**src/rtl/mario_pkg.sv**
```systemverilog
// Shared types and constants for the enemy spawn logic.
// Spawn-entry layout, default spawn constants and scheduler FSM states.
package mario_pkg;

  typedef struct packed {
    logic [7:0] col;
    logic [9:0] y;
  } spawn_entry_t;

  localparam logic [7:0] END_COL_DEF = 8'hFF;
  localparam logic [9:0] SPAWN_X_DEF = 10'd500;
  localparam int unsigned COL_PX     = 40;

  typedef enum logic [2:0] {
    S_IDLE,
    S_FETCH,
    S_WAIT,
    S_CHECK,
    S_ISSUE,
    S_DONE
  } spawn_state_e;

endpackage

```
**src/rtl/lowest_free_slot.sv**
```systemverilog
// Priority encoder: lowest set bit of the free-slot mask.
// Ports: free (mask in), found (any set), idx (lowest set index).
module lowest_free_slot #(
  parameter int N  = 4,
  parameter int IW = (N > 1) ? $clog2(N) : 1
) (
  input  logic [N-1:0]  free,
  output logic          found,
  output logic [IW-1:0] idx
);

  // Scan high to low so the last hit is the lowest index.
  always_comb begin
    found = 1'b0;
    idx   = '0;
    for (int i = N - 1; i >= 0; i--) begin
      if (free[i]) begin
        found = 1'b1;
        idx   = IW'(i);
      end
    end
  end

endmodule

```
**src/rtl/goomba_spawn_scheduler.sv**
```systemverilog
// Walks the column-sorted spawn ROM and starts goomba slots as they scroll in.
// Ports: Clk/Reset_n, frame_clk, Shift, restart, isAlive, ROM bus, start/kill, spawn bus, status.
module goomba_spawn_scheduler
  import mario_pkg::*;
#(
  parameter int          NUM_GOOMBA = 4,
  parameter int          TABLE_AW   = 6,
  parameter int          VIEW_COLS  = 12,
  parameter logic [9:0]  SPAWN_X    = SPAWN_X_DEF,
  parameter logic [7:0]  END_COL    = END_COL_DEF
) (
  input  logic                  Clk,
  input  logic                  Reset_n,
  input  logic                  frame_clk,
  input  logic                  Shift,
  input  logic                  restart,
  input  logic [NUM_GOOMBA-1:0] isAlive,
  output logic [TABLE_AW-1:0]   table_addr,
  input  logic [17:0]           table_data,
  output logic [NUM_GOOMBA-1:0] start,
  output logic [NUM_GOOMBA-1:0] kill,
  output logic [9:0]            spawnX,
  output logic [9:0]            spawnY,
  output logic [7:0]            scroll_col,
  output logic                  table_done
);

  localparam int IW = (NUM_GOOMBA > 1) ? $clog2(NUM_GOOMBA) : 1;

  spawn_state_e state, state_nx;

  logic                  frame_q;
  logic                  frame_edge;
  logic [TABLE_AW-1:0]   ptr;
  logic [NUM_GOOMBA-1:0] pending;
  logic [NUM_GOOMBA-1:0] free_slots;
  spawn_entry_t          entry;
  logic                  slot_found;
  logic [IW-1:0]         slot_idx;
  logic [8:0]            view_lim;
  logic                  in_view;

  assign free_slots = ~isAlive & ~pending;

  lowest_free_slot #(
    .N  (NUM_GOOMBA),
    .IW (IW)
  ) u_slot (
    .free  (free_slots),
    .found (slot_found),
    .idx   (slot_idx)
  );

  // 9-bit sum so a view window past column 255 does not wrap.
  assign view_lim   = {1'b0, scroll_col} + 9'(VIEW_COLS);
  assign in_view    = {1'b0, entry.col} <= view_lim;
  assign table_addr = ptr;
  assign table_done = (state == S_DONE);

  always_comb begin
    state_nx = state;
    unique case (state)
      S_IDLE:  if (frame_edge) state_nx = S_FETCH;
      S_FETCH: state_nx = S_WAIT;
      S_WAIT:  state_nx = S_CHECK;
      S_CHECK: begin
        if (entry.col == END_COL)
          state_nx = S_DONE;
        else if (in_view && slot_found)
          state_nx = S_ISSUE;
        else
          state_nx = S_IDLE;
      end
      S_ISSUE: state_nx = (&ptr) ? S_DONE : S_IDLE;
      S_DONE:  state_nx = S_DONE;
      default: state_nx = S_IDLE;
    endcase
    if (restart) state_nx = S_IDLE;
  end

  always_ff @(posedge Clk or negedge Reset_n) begin
    if (!Reset_n) begin
      state      <= S_IDLE;
      // Reset high so a frame_clk already high at release is not an edge.
      frame_q    <= 1'b1;
      frame_edge <= 1'b0;
      ptr        <= '0;
      pending    <= '0;
      scroll_col <= '0;
      entry      <= '0;
      start      <= '0;
      kill       <= '0;
      spawnX     <= '0;
      spawnY     <= '0;
    end else begin
      state      <= state_nx;
      frame_q    <= frame_clk;
      frame_edge <= frame_clk & ~frame_q & ~restart;
      kill       <= {NUM_GOOMBA{restart}};
      start      <= '0;
      spawnX     <= '0;
      spawnY     <= '0;
      pending    <= pending & ~isAlive & ~kill;

      if (Shift && scroll_col != 8'hFE)
        scroll_col <= scroll_col + 8'd1;

      if (state == S_WAIT)
        entry <= table_data;

      if (state == S_CHECK && state_nx == S_ISSUE) begin
        start  <= NUM_GOOMBA'(1) << slot_idx;
        spawnX <= SPAWN_X;
        spawnY <= entry.y;
      end

      if (state == S_ISSUE) begin
        pending <= (pending & ~isAlive & ~kill) | start;
        ptr     <= ptr + TABLE_AW'(1);
      end

      if (restart) begin
        ptr        <= '0;
        scroll_col <= '0;
        pending    <= '0;
        start      <= '0;
        spawnX     <= '0;
        spawnY     <= '0;
      end
    end
  end

endmodule

```
**config.mk**
```make
export PLATFORM = sky130hd
export DESIGN_NAME = goomba_spawn_scheduler
export DESIGN_NICKNAME = d
export VERILOG_FILES = /design/src/rtl/mario_pkg.sv /design/src/rtl/lowest_free_slot.sv /design/src/rtl/goomba_spawn_scheduler.sv
export SDC_FILE = /design/constraint.sdc
export NUM_CORES = 1
export LEC_CHECK = 0
export CAP_MARGIN = 30
export CORE_MARGIN = 3
export CORE_UTILIZATION = 40
export CTS_CLUSTER_DIAMETER = 60
export DETAILED_ROUTE_END_ITERATION = 10
export GPL_ROUTABILITY_DRIVEN = 0
export PLACE_DENSITY_LB_ADDON = 0.3
export SYNTH_ARGS = -nofsm -noshare
export SYNTH_HDL_FRONTEND = slang
export SYNTH_SLANG_ARGS = --single-unit
```
**constraint.sdc**
```tcl
create_clock -name Clk -period 2.85 [get_ports Clk]
set_clock_uncertainty 0.15 [all_clocks]
set_input_delay 0.4275 -clock Clk [delete_from_list [all_inputs] [get_ports Clk]]
set_output_delay 0.4275 -clock Clk [all_outputs]
set_load 0.01 [all_outputs]
```
After elaboration in Yosys (flattened, before gate mapping)
Cells that the tools add are included.
{"block": "classes", "n_reduce_logical": 7, "order_cmp": 1, "n_eq_ne": 8, "bitwise_logic": 11, "shifts": 1, "addsub": 3, "n_mux": 26}
{"op": "$mux 10", "n": 2}
{"op": "$mux 9", "n": 2}
{"op": "$pmux 3 s6", "n": 1}
{"op": "$mux 4", "n": 4}
{"op": "$mux 8", "n": 2}
{"op": "$mux 3", "n": 5}
{"op": "$and 4x4->4", "n": 3}
{"op": "$mux 6", "n": 2}
{"op": "$not 4->4", "n": 3}
{"op": "$add 8x4->9 const B", "n": 1}
{"op": "$eq 3x3->1 const B", "n": 3}
{"op": "$le 8x9->1", "n": 1}
{"op": "$add 8x1->8 const B", "n": 1}
{"op": "$eq 8x8->1 const B", "n": 1}
{"op": "$mux 2", "n": 4}
{"op": "$ne 8x8->1 const B", "n": 1}
{"op": "$add 6x1->6 const B", "n": 1}
{"op": "$eq 3x2->1 const B", "n": 2}
{"op": "$reduce_and 6->1", "n": 1}
{"op": "$mux 1", "n": 4}
{"op": "$or 4x4->4", "n": 1}
{"op": "$reduce_bool 2->1", "n": 2}
{"op": "$shl 1x2->4 const A", "n": 1}
{"op": "$eq 3x1->1 const B", "n": 1}
{"op": "4 further kinds", "n": 8}
{"block": "word_totals", "out_inout_bits": 43, "reg_bits": 66}

Logic depth before layout (Yosys ltp)
{"block": "depth", "depth_word": 15, "ltp_mapped": 10, "depth_no_buf": 9}

Modules after synthesis
Synthesis repeated with hierarchy kept, for this count alone.
{"block": "hier_totals", "cells_unflattened": 251, "area_unflattened_um2": 2733.9}
{"mod": "goomba_spawn_scheduler", "n_inst": 1, "area_each_um2": 2698.8, "cells_each": 244}
{"mod": "lowest_free_slot", "n_inst": 1, "area_each_um2": 35.0, "cells_each": 7}

Worst setup path before layout
OpenSTA, ideal clock, no wires.
{"block": "synth_path", "path_type": "register to register", "startpoint": "register scroll_col[2]", "endpoint": "register spawnY[1]", "path_stages_with_launch": 11, "path_slack_ns": 0.380, "setup_time_ns": 0.096, "t_arrival_ns": 2.224, "path_cell_list": "dfrtp_1 > inv_1 > ha_1 > nor2_1 > xnor2_1 > ha_1 > nand3_1 > or3_1 > o221a_2 > buf_6 > nor4_2"}
{"block": "synth_via", "elab_chain_len": 11}
{"item": "from (decl)", "line_no": "goomba_spawn_scheduler.sv:24", "rtl": "output logic [7:0] scroll_col,"}
{"item": "from (signal assigned)", "line_no": "goomba_spawn_scheduler.sv:106", "rtl": "scroll_col <= scroll_col + 8'd1;"}
{"item": "$add 8x4->9", "line_no": "goomba_spawn_scheduler.sv:55", "rtl": "assign view_lim = {1'b0, scroll_col} + 9'(VIEW_COLS);"}
{"item": "$le 8x9->1", "line_no": "goomba_spawn_scheduler.sv:56", "rtl": "assign in_view = {1'b0, entry.col} <= view_lim;"}
{"item": "$logic_and 1x1->1", "line_no": "goomba_spawn_scheduler.sv:69", "rtl": "else if (in_view && slot_found)"}
{"item": "$mux 3", "line_no": "goomba_spawn_scheduler.sv:69"}
{"item": "$mux 3", "line_no": "goomba_spawn_scheduler.sv:67", "rtl": "if (entry.col == END_COL)"}
{"item": "$pmux 3 s6", "line_no": "goomba_spawn_scheduler.sv:62", "rtl": "unique case (state)"}
{"item": "$mux 3", "line_no": "goomba_spawn_scheduler.sv:78", "rtl": "if (restart) state_nx = S_IDLE;"}
{"item": "$eq 3x3->1", "line_no": "goomba_spawn_scheduler.sv:111", "rtl": "if (state == S_CHECK && state_nx == S_ISSUE) begin"}
{"item": "$logic_and 1x1->1", "line_no": "goomba_spawn_scheduler.sv:111"}
{"item": "$mux 10", "line_no": "goomba_spawn_scheduler.sv:111"}
{"item": "$mux 10", "line_no": "goomba_spawn_scheduler.sv:122", "rtl": "if (restart) begin"}
{"item": "to (signal assigned)", "line_no": "goomba_spawn_scheduler.sv:114", "rtl": "spawnY <= entry.y;"}
{"item": "to (decl)", "line_no": "goomba_spawn_scheduler.sv:23", "rtl": "output logic [9:0] spawnY,"}
No other way between the ends.
A chain may end at the register's enable or synchronous reset.

Worst setup path in the final report
{"block": "layout_path", "startpoint": "register scroll_col[3]", "endpoint": "register start[2]"}
{"block": "layout_via", "elab_chain_len": 11}
{"item": "$add 8x4->9", "line_no": "goomba_spawn_scheduler.sv:55"}
{"item": "$le 8x9->1", "line_no": "goomba_spawn_scheduler.sv:56"}
{"item": "$logic_and 1x1->1", "line_no": "goomba_spawn_scheduler.sv:69"}
{"item": "$mux 3", "line_no": "goomba_spawn_scheduler.sv:69"}
{"item": "$mux 3", "line_no": "goomba_spawn_scheduler.sv:67"}
{"item": "$pmux 3 s6", "line_no": "goomba_spawn_scheduler.sv:62"}
{"item": "$mux 3", "line_no": "goomba_spawn_scheduler.sv:78"}
{"item": "$eq 3x3->1", "line_no": "goomba_spawn_scheduler.sv:111"}
{"item": "$logic_and 1x1->1", "line_no": "goomba_spawn_scheduler.sv:111"}
{"item": "$mux 4", "line_no": "goomba_spawn_scheduler.sv:111"}
{"item": "$mux 4", "line_no": "goomba_spawn_scheduler.sv:122"}
{"item": "to (signal assigned)", "line_no": "goomba_spawn_scheduler.sv:112", "rtl": "start <= NUM_GOOMBA'(1) << slot_idx;"}
{"item": "to (decl)", "line_no": "goomba_spawn_scheduler.sv:20", "rtl": "output logic [NUM_GOOMBA-1:0] start,"}
No other way between the ends.

==> results.tsv <==
metric	value	unit
outcome	finished clean	
drive_gt1_share	14.59	%
vias	2145	
setup_violations	0	
syn_area	2854	um^2
grt_max_degree	30	
synth_top_area_cell	dfrtp_1	
cts_buffer_depth	2	
p_per_area	610.0	nW/um^2
grt_pass1_vias	2193	
cts_tree	yes	
multi_input_area	1212	um^2
timing.fmax	388.3	MHz
timing.slew.headroom	51.35	%
timing.final.ws_setup	0.2748	ns
synth_cells	263	
cp_cell_sequence	inv_1, ha_1, nor2_1, xnor2_1, ha_1, nand3_1, or3_1, o221a_4, nor4_1	
clkSlewWorstSetupHoldPaths	0.07	ns
dp_hpwl	4394	um
period_minus_slack	2.575	ns
cpMostUsedCell	ha_1	
firstDrtPassIters	4	
coreArea	6869	um^2
fin_crit_sh	90.36	%
cp_max_fo	16	
post-place-ws	0.1425	ns
cts_buffers	9	
yosysSeqAreaShare	50.02	%
ios	70	
via_per_inst	5.047	
ir_drop	0.4023	mV
finalHoldViolCount	0	
drt_iter0_markers	102	
grt-ovfl-total	0	
seq_area	1429	um^2
final_antenna_net_count	0	
cts-htree-levels	3	
start_util	41.55	%
final_cell_mix	64 x clkdlybuf4s50_1, 55 x dfrtp_1, 23 x nor2_1	
drv_slew	0	
final_cells	425	
critPathRequiredTime	2.94	ns
hold_slack	0.3538	ns
p_leak	1.575	nW
die_x	90.47	um
fp.dieH	90.47	um
hold_path_class	reg2reg	
synthFlopType	dfrtp_1	
antenna_found_initial	0	
crit_path_start_kind	register	
layout_commonest_cell	clkdlybuf4s50_1	
max_stage_delay	0.41	ns
post_cts_buffers	0	
ys_top_cells_by_area	dfrtp_1 49%, ha_1 5.7%, buf_4 3.7%	
rsz0062_at_grt	no	
fillerInstances	629	
synthArstFlopShare	100.0	%
synth_cell_type_count	46	
syn_to_final_growth	30.91	%
end_kind	register	
finalSetupTns	0	ns
root_buffer	clkbuf_8	
yosys.area.top_type_share	49.10	%
grt_usage	16.23	%
wl_per_cell	14.55	um
nNetsFinal	364	
ys_seq_elements	57	
antenna_cells	0	
drt_wl_total	6183	um
rows	30	
slowest_stage	dfrtp_1	
synth_edf_count	0	
worst_slew_pin_slew	0.7266	ns
dp_cells	408	
crit_type	reg2reg	
power.total	0.002279	W
grt_pass1_wl	10590	um
yosys_warnings	0	
drc	0	
die_area	8185	um^2
clk_latency	0.34	ns
clkSinkCount	57	
avgSynthCellArea	10.85	um^2
max_cap_viol_count	0	
port_buffers	65	
critPathArrivalTime	2.66	ns
-- what timing repair did --
item	CTS	global route
resized for setup	0	3
hold buffers	1	0
endpoints found under the hold margin	27	0
setup endpoints to repair	0	16
-- power breakdown --
group | leakage (nW) | internal, W | total (W) | switching [W]
clock | 0.0985 | 0.000428 | 0.000760 | 0.000332
sequential | 0.752 | 0.000941 | 0.00103 | 0.0000848
combinational | 0.724 | 0.000215 | 0.000493 | 0.000278
total | 1.57 | 0.00158 | 0.00228 | 0.000695
-- worst max-delay path, delay by kind of cell (launching register included) --
family          cells  cell delay, ns
simple gates        4            0.99
fa+ha+maj           2            0.53
flops               1            0.41
compound gates      1            0.21
buf+inv             1            0.09
xor+xnor            1            0.09
-- path summary, 6_finish.rpt --
| path | start | to | slack (ns) | cells after the start |
|---|---|---|---|---|
| max in group asynchronous | Reset_n | scroll_col[2]$_DFFE_PN0P_ | 1.42 | 3 |
| min in group asynchronous | Reset_n | spawnY[9]$_DFF_PN0_ | 0.51 | 2 |
| min reg2reg | entry[4]$_DFFE_PN0P_ | spawnY[4]$_DFF_PN0_ | 0.35 | 2 |
| max | scroll_col[3]$_DFFE_PN0P_ | start[2]$_DFF_PN0_ | 0.27 | 9 |
| min | entry[4]$_DFFE_PN0P_ | spawnY[4]$_DFF_PN0_ | 0.35 | 2 |
| max reg2reg | scroll_col[3]$_DFFE_PN0P_ | start[2]$_DFF_PN0_ | 0.27 | 9 |
-- cells in the mapped netlist, types with 2 or more instances --
cell and count:
o21ai_0 15, o2111ai_1 4, buf_6 2, buf_2 3
nand2b_1 2, nor4_1 6, inv_1 19, buf_4 14
nand3_1 2, and3_1 4, a21oi_1 8, a211oi_1 2
nand4_1 4, clkbuf_1 3, xnor2_1 6, nor3_1 2
dfrtp_1 56, nor3b_1 5, nor4_2 8, or3_1 4
ha_1 13, o22ai_1 2, nand2_1 18, o211ai_1 2
xor2_1 10, mux2_2 7, nor2_1 23
-- flip-flops by register name, indices dropped and copies added, names as in the netlist --
signal	count
kill	1
spawnX	1
frame_q	1
entry	18
start	4
pending	4
scroll_col	8
frame_edge	1
state	3
table_addr	6
spawnY	10
-- area by class of cell --
class	count	share of cell area, %
clock buffer	10	3.684
multi-input combinational	167	32.45
tap	96	3.215
clock inverter	6	1.808
inverter	19	1.909
timing repair buffer	70	18.69
sequential	57	38.25
-- routing by layer --
layer  vias up  routed length (um)  track usage, %  part of all wire [%]
met3         9                 375           6.167                   6.1
li1       1022                   -               -                     -
met2        62                3090           26.68                    50
met5         -                   0               0                     0
met4         0                  73           5.740                   1.2
met1      1052                2643           19.39                    43
-- cells by family after synthesis --
group	synth area share, %
flops	50.02
other cells	0.1314
simple gates	17.58
fa+ha+maj	5.699
xor+xnor	4.910
mux	2.762
buf+inv	8.593
compound gates	10.30
-- through the flow --
| stage | instance area [um^2] | utilization (%) |
|---|---|---|
| after floorplan | 2865 | - |
| after global placement | 3505 | 51.02 |
| after detailed placement | 3505 | 51.02 |
| after CTS | 3720 | 54.15 |
| after global routing | 3736 | 54.39 |
| final | 3736 | 54.39 |
Power figures use the tool's default switching activity.
